$ cat src/rtl/theta_sequencer.sv
// Column-parity (theta) pass over a slice-organised 5x5xSLICES state memory.
// Reads each slice once, writes it back in place one cycle later.

module theta_col_parity (
    input  logic [24:0] prev,
    input  logic [24:0] cur,
    output logic [24:0] result
);
    logic [4:0] par_prev;
    logic [4:0] par_cur;

    // bit index x + 5*y; column x parity of slice z-1 enters at x-1, of slice z at x+1
    always_comb begin
        par_prev = '0;
        par_cur  = '0;
        result   = '0;
        for (int x = 0; x < 5; x++) begin
            for (int y = 0; y < 5; y++) begin
                par_prev[x] = par_prev[x] ^ prev[x + 5*y];
                par_cur[x]  = par_cur[x] ^ cur[x + 5*y];
            end
        end
        for (int x = 0; x < 5; x++) begin
            for (int y = 0; y < 5; y++) begin
                result[x + 5*y] = cur[x + 5*y] ^ par_cur[(x + 4) % 5] ^ par_prev[(x + 1) % 5];
            end
        end
    end
endmodule

// state | meaning
// IDLE  | waiting for start
// PRIME | read slice SLICES-1 as the wrap-around predecessor of slice 0
// RUN   | read slice cnt, write slice cnt-1 (no write on entry)
// FLUSH | write the last slice
// DONE  | one-cycle completion pulse
module theta_sequencer #(
    parameter int SLICES = 64,
    parameter int AW     = 6
) (
    input  logic          clk,
    input  logic          rst,
    input  logic          start,
    output logic          busy,
    output logic          done,
    output logic          rd_en,
    output logic [AW-1:0] rd_addr,
    input  logic [24:0]   rd_data,
    output logic          wr_en,
    output logic [AW-1:0] wr_addr,
    output logic [24:0]   wr_data
);
    typedef enum logic [2:0] {IDLE, PRIME, RUN, FLUSH, DONE} state_t;

    localparam logic [AW-1:0] LAST = AW'(SLICES - 1);

    state_t        state;
    state_t        state_nxt;
    logic [AW-1:0] cnt;
    logic [24:0]   prev_slice;
    logic [24:0]   parity;

    theta_col_parity u_col_parity (
        .prev   (prev_slice),
        .cur    (rd_data),
        .result (parity)
    );

    always_ff @(posedge clk or posedge rst) begin
        if (rst) state <= IDLE;
        else     state <= state_nxt;
    end

    always_ff @(posedge clk or posedge rst) begin
        if (rst) begin
            cnt        <= '0;
            prev_slice <= '0;
        end else begin
            if (state == RUN && cnt != LAST) cnt <= cnt + AW'(1);
            else                             cnt <= '0;
            if (state == RUN || state == FLUSH) prev_slice <= rd_data;
        end
    end

    always_comb begin
        state_nxt = state;
        case (state)
            IDLE:    if (start) state_nxt = PRIME;
            PRIME:   state_nxt = RUN;
            RUN:     if (cnt == LAST) state_nxt = FLUSH;
            FLUSH:   state_nxt = DONE;
            DONE:    state_nxt = IDLE;
            default: state_nxt = IDLE;
        endcase
    end

    always_comb begin
        busy    = 1'b0;
        done    = 1'b0;
        rd_en   = 1'b0;
        rd_addr = '0;
        wr_en   = 1'b0;
        wr_addr = '0;
        wr_data = '0;
        case (state)
            PRIME: begin
                busy    = 1'b1;
                rd_en   = 1'b1;
                rd_addr = LAST;
            end
            RUN: begin
                busy    = 1'b1;
                rd_en   = 1'b1;
                rd_addr = cnt;
                if (cnt != '0) begin
                    wr_en   = 1'b1;
                    wr_addr = cnt - AW'(1);
                    wr_data = parity;
                end
            end
            FLUSH: begin
                busy    = 1'b1;
                wr_en   = 1'b1;
                wr_addr = LAST;
                wr_data = parity;
            end
            DONE:    done = 1'b1;
            default: ;
        endcase
    end
endmodule
$ cat config.mk
export PLATFORM = sky130hd
export DESIGN_NAME = theta_sequencer
export DESIGN_NICKNAME = d
export VERILOG_FILES = /design/src/rtl/theta_sequencer.sv
export SDC_FILE = /design/constraint.sdc
export NUM_CORES = 1
export LEC_CHECK = 0
export CORE_ASPECT_RATIO = 1.1
export CORE_MARGIN = 4
export CORE_UTILIZATION = 50
export DETAILED_ROUTE_END_ITERATION = 6
export HOLD_SLACK_MARGIN = 0.12
export PLACE_DENSITY = 0.92
export SLEW_MARGIN = 20
export SYNTH_ARGS = -nofsm -noshare
export SYNTH_HDL_FRONTEND = slang
export SYNTH_SLANG_ARGS = --single-unit
$ cat constraint.sdc
create_clock -name clk -period 2.6 [get_ports clk]
set_input_delay 0.52 -clock clk [delete_from_list [all_inputs] [get_ports clk]]
set_output_delay 0.52 -clock clk [all_outputs]
set_load 0.005 [all_outputs]
==> out/metrics.yaml <==
total_leakage_power_nw: 2.34
core_area_um2: 5100
power_per_cell_area_nw_per_um2: 1910
hold_path_class: "flop to flop"
critical_path_arrival_ns: 2.11
rr_endpoint: "cnt[5]"
syn-instance-count: 285
yosysSeqAreaShare: 0.319
io_pins: 69
worstReg2RegStart: "cnt[0]"
die_width_um: 77.6
crit_path_end_kind: "primary output"
die-area_um2: 6570
final_util: 0.827
area_of_the_mapped_netlist_um2: 2670
die-height_um: 84.6
critical_path_class: "flop to primary output"
post_layout_nonfiller_instances: 493
clock_sink_count: 34
finished_cell_area_um2: 4220
final_period_minus_worst_setup_slack_ns: 2.63
finalWirelength_um: 10500
placement.cell_area_um2: 3660
design_power_total_mw: 8.08
global_route.overflow_total: 0
hold_viol_final: 0
first_pass_iters: 5
synth_nets: 316
total_of_buffers_placed_on_input_and_output_ports: 68
clock_tree.root_cell: "clkbuf_8"
whs_ns: 0.533
period_share: 1.01
finalSetupViolations: 2
via_count: 2811
dpl.hpwl_um: 5470
post-synth-top-area-cell: "dfrtp_1"
post_route_cells_drive_above_1_share: 0.390
async_reset_ff_frac: 1.00
max_cap_violations: 0
grt_pass1_wl_um: 15900
post-synth-top-count-cell: "nand2_1"
pin_count_of_the_biggest_net_entering_global_routing: 35
ys_warn_count: 0
first_global_vias: 2913
gr-usage-all-layers: 0.317
hold_buffers: 0
outcome: "finished, violations left"
grt_antenna_before_repair: 0
clock_tree_from_tritoncts: "yes"
busiest_layer: "met2"
met1_usage: 0.379
netlist_top_cells_count: "nand2_1 (83), nor2_1 (37), dfrtp_1 (34)"
critical_path.max_fanout: 3
detail_route.drc_violations: 0
start_util: 0.523
worst_ir_drop_vdd_uv: 857
path_clk_slew_ns: 0.08
tritoncts.num_buffers: 5
synth_top_cells_by_area: "dfrtp_1 (32%), xnor3_1 (21%), nand2_1 (12%), xnor2_1 (8.5%), nor2_1 (5.2%)"
globalRouteMet3Util: 0.0536
tns_ns: -0.0449
area_delta_synth_final_pct: 58.2
r2r_cells: 6
rsz0062_at_grt: "yes"
numPlacedInstances: 446
routed_wire_length_per_instance_um: 21.3
synth_enable_flop_cells: 0
post-place-ws_ns: -0.850
n_antenna_cell: 0
synth.ff_latch_count: 34
layout.nets: 451
floorplan.rows: 27
min_delay_path_depth: 2
most_used_dff_post_synth: "dfrtp_1"
violations: "negative setup slack"
timing.hold.worst_endpoint: "prev_slice[19]"
synth.top_cell.area_share: 0.319
number_of_pins_with_negative_max_slew_slack_in_the_final_report: 0
max_freq_mhz: 380
avgViaCountPerCell: 5.70
detailedRoute.firstIterationViolations: 273
cts-htree-levels: 2
post-route-worst-setup-slack_ns: -0.0328
clock_path_buffers: 2
timing_worst_slew_pin_value_ns: 0.454
worst-endpoint-required_ns: 2.08
startpoint_type: "flop"
slew_headroom: 0.698
antenna_violating_nets_post_route: 0
met2_usage: 0.546
synth.lib_cells_used.distinct: 29
hold_start: "prev_slice[19]"
r2r_setup_slack_ns: 1.00
gpl.final_weighted_congestion: 0.814
worstSkewPairLatency_ns: 0.29
synth.avg_cell_area_um2: 9.36
clock-skew-final_ns: 0.00826
==> critical path, stage by stage, from the launching register on <==
cell and delay (ns):
dfrtp_1 0.45, xor2_2 0.20, xnor3_2 0.42, buf_6 0.15, buf_6 0.11, xnor3_1 0.21
nor2_1 0.14, buf_2 0.14
==> flip-flops by register name, indices dropped and copies added, names as in the netlist <==
register,flops
state,3
cnt,6
prev_slice,25
==> what timing repair did <==
action	CTS	global route
pin swaps	62	31
setup endpoints to repair	28	37
resized for setup	148	59
setup buffers	37	4
==> cells by family after synthesis <==
| kind of cell | count (synthesis) | synth area share |
|---|---|---|
| AND/OR/NAND/NOR | 139 | 0.213 |
| flip-flops | 34 | 0.319 |
| AO/OA/AOI/OAI | 22 | 0.0488 |
| buffers and inverters | 22 | 0.0342 |
| XOR/XNOR | 65 | 0.371 |
| adder cells (fa/ha/maj) | 3 | 0.0141 |
==> routing by layer <==
| metal | vias to the layer above | share of wire | wire length, µm |
|---|---|---|---|
| li1 | 1187 | - | - |
| met3 | 66 | 0.079 | 829 |
| met1 | 1344 | 0.37 | 3910 |
| met4 | 0 | 0.071 | 741 |
| met2 | 214 | 0.48 | 5010 |
| met5 | - | 0 | 0 |
==> how the worst max path moves through the flow <==
stage                   startpoint           to  slack (ns)  depth (start not counted)
floorplan              rd_data[19]   wr_data[0]        0.47                          4
global placement        rd_data[8]   wr_data[9]       -0.69                          6
detailed placement     rd_data[14]  wr_data[10]       -0.85                          6
CTS                 prev_slice[14]  wr_data[18]       -0.08                          7
global route         prev_slice[5]   wr_data[4]       -0.05                          7
finish               prev_slice[5]   wr_data[4]       -0.03                          7
==> report_power, final <==
group	total [mW]	internal [mW]	switching, mW
Combinational	6.43	3.69	2.74
Sequential	1.04	0.752	0.284
Clock	0.611	0.384	0.226
Total	8.08	4.83	3.25
==> placed cells by master, fill, tap and decap left out, types with 2 or more instances in the layout <==
cell / netlist / routed
o21ai_0: 2 / 2
bufinv_16: 0 / 2
xnor2_1: 26 / 4
xor2_2: 0 / 2
xnor3_1: 25 / 25
buf_2: 1 / 21
nand3_1: 4 / 3
nand2_1: 83 / 83
clkdlybuf4s15_1: 0 / 4
nand2b_1: 2 / 2
clkbuf_2: 0 / 13
clkdlybuf4s50_1: 0 / 15
xnor3_2: 5 / 5
xor2_1: 9 / 7
clkbuf_8: 0 / 5
nor2_1: 37 / 33
ha_1: 3 / 2
clkdlybuf4s15_2: 0 / 3
dfrtp_1: 34 / 33
nor2b_1: 3 / 2
dlygate4sd2_1: 0 / 9
dlymetal6s2s_1: 0 / 3
a21oi_1: 14 / 14
nor2_2: 0 / 4
inv_1: 6 / 5
nor3_1: 3 / 3
buf_4: 0 / 61
or4_4: 1 / 2
buf_6: 1 / 14
xnor2_2: 0 / 21
and2_1: 2 / 2
==> layout make-up <==
cell class,instances,area [µm²]
inverter,6,22.5
fill,242,882
sequential,34,852
clock inverter,3,68.8
tap,72,90.1
timing repair buffer,144,1150
multi-input combinational,229,1970
clock buffer,5,68.8
Power figures use the tool's default switching activity.
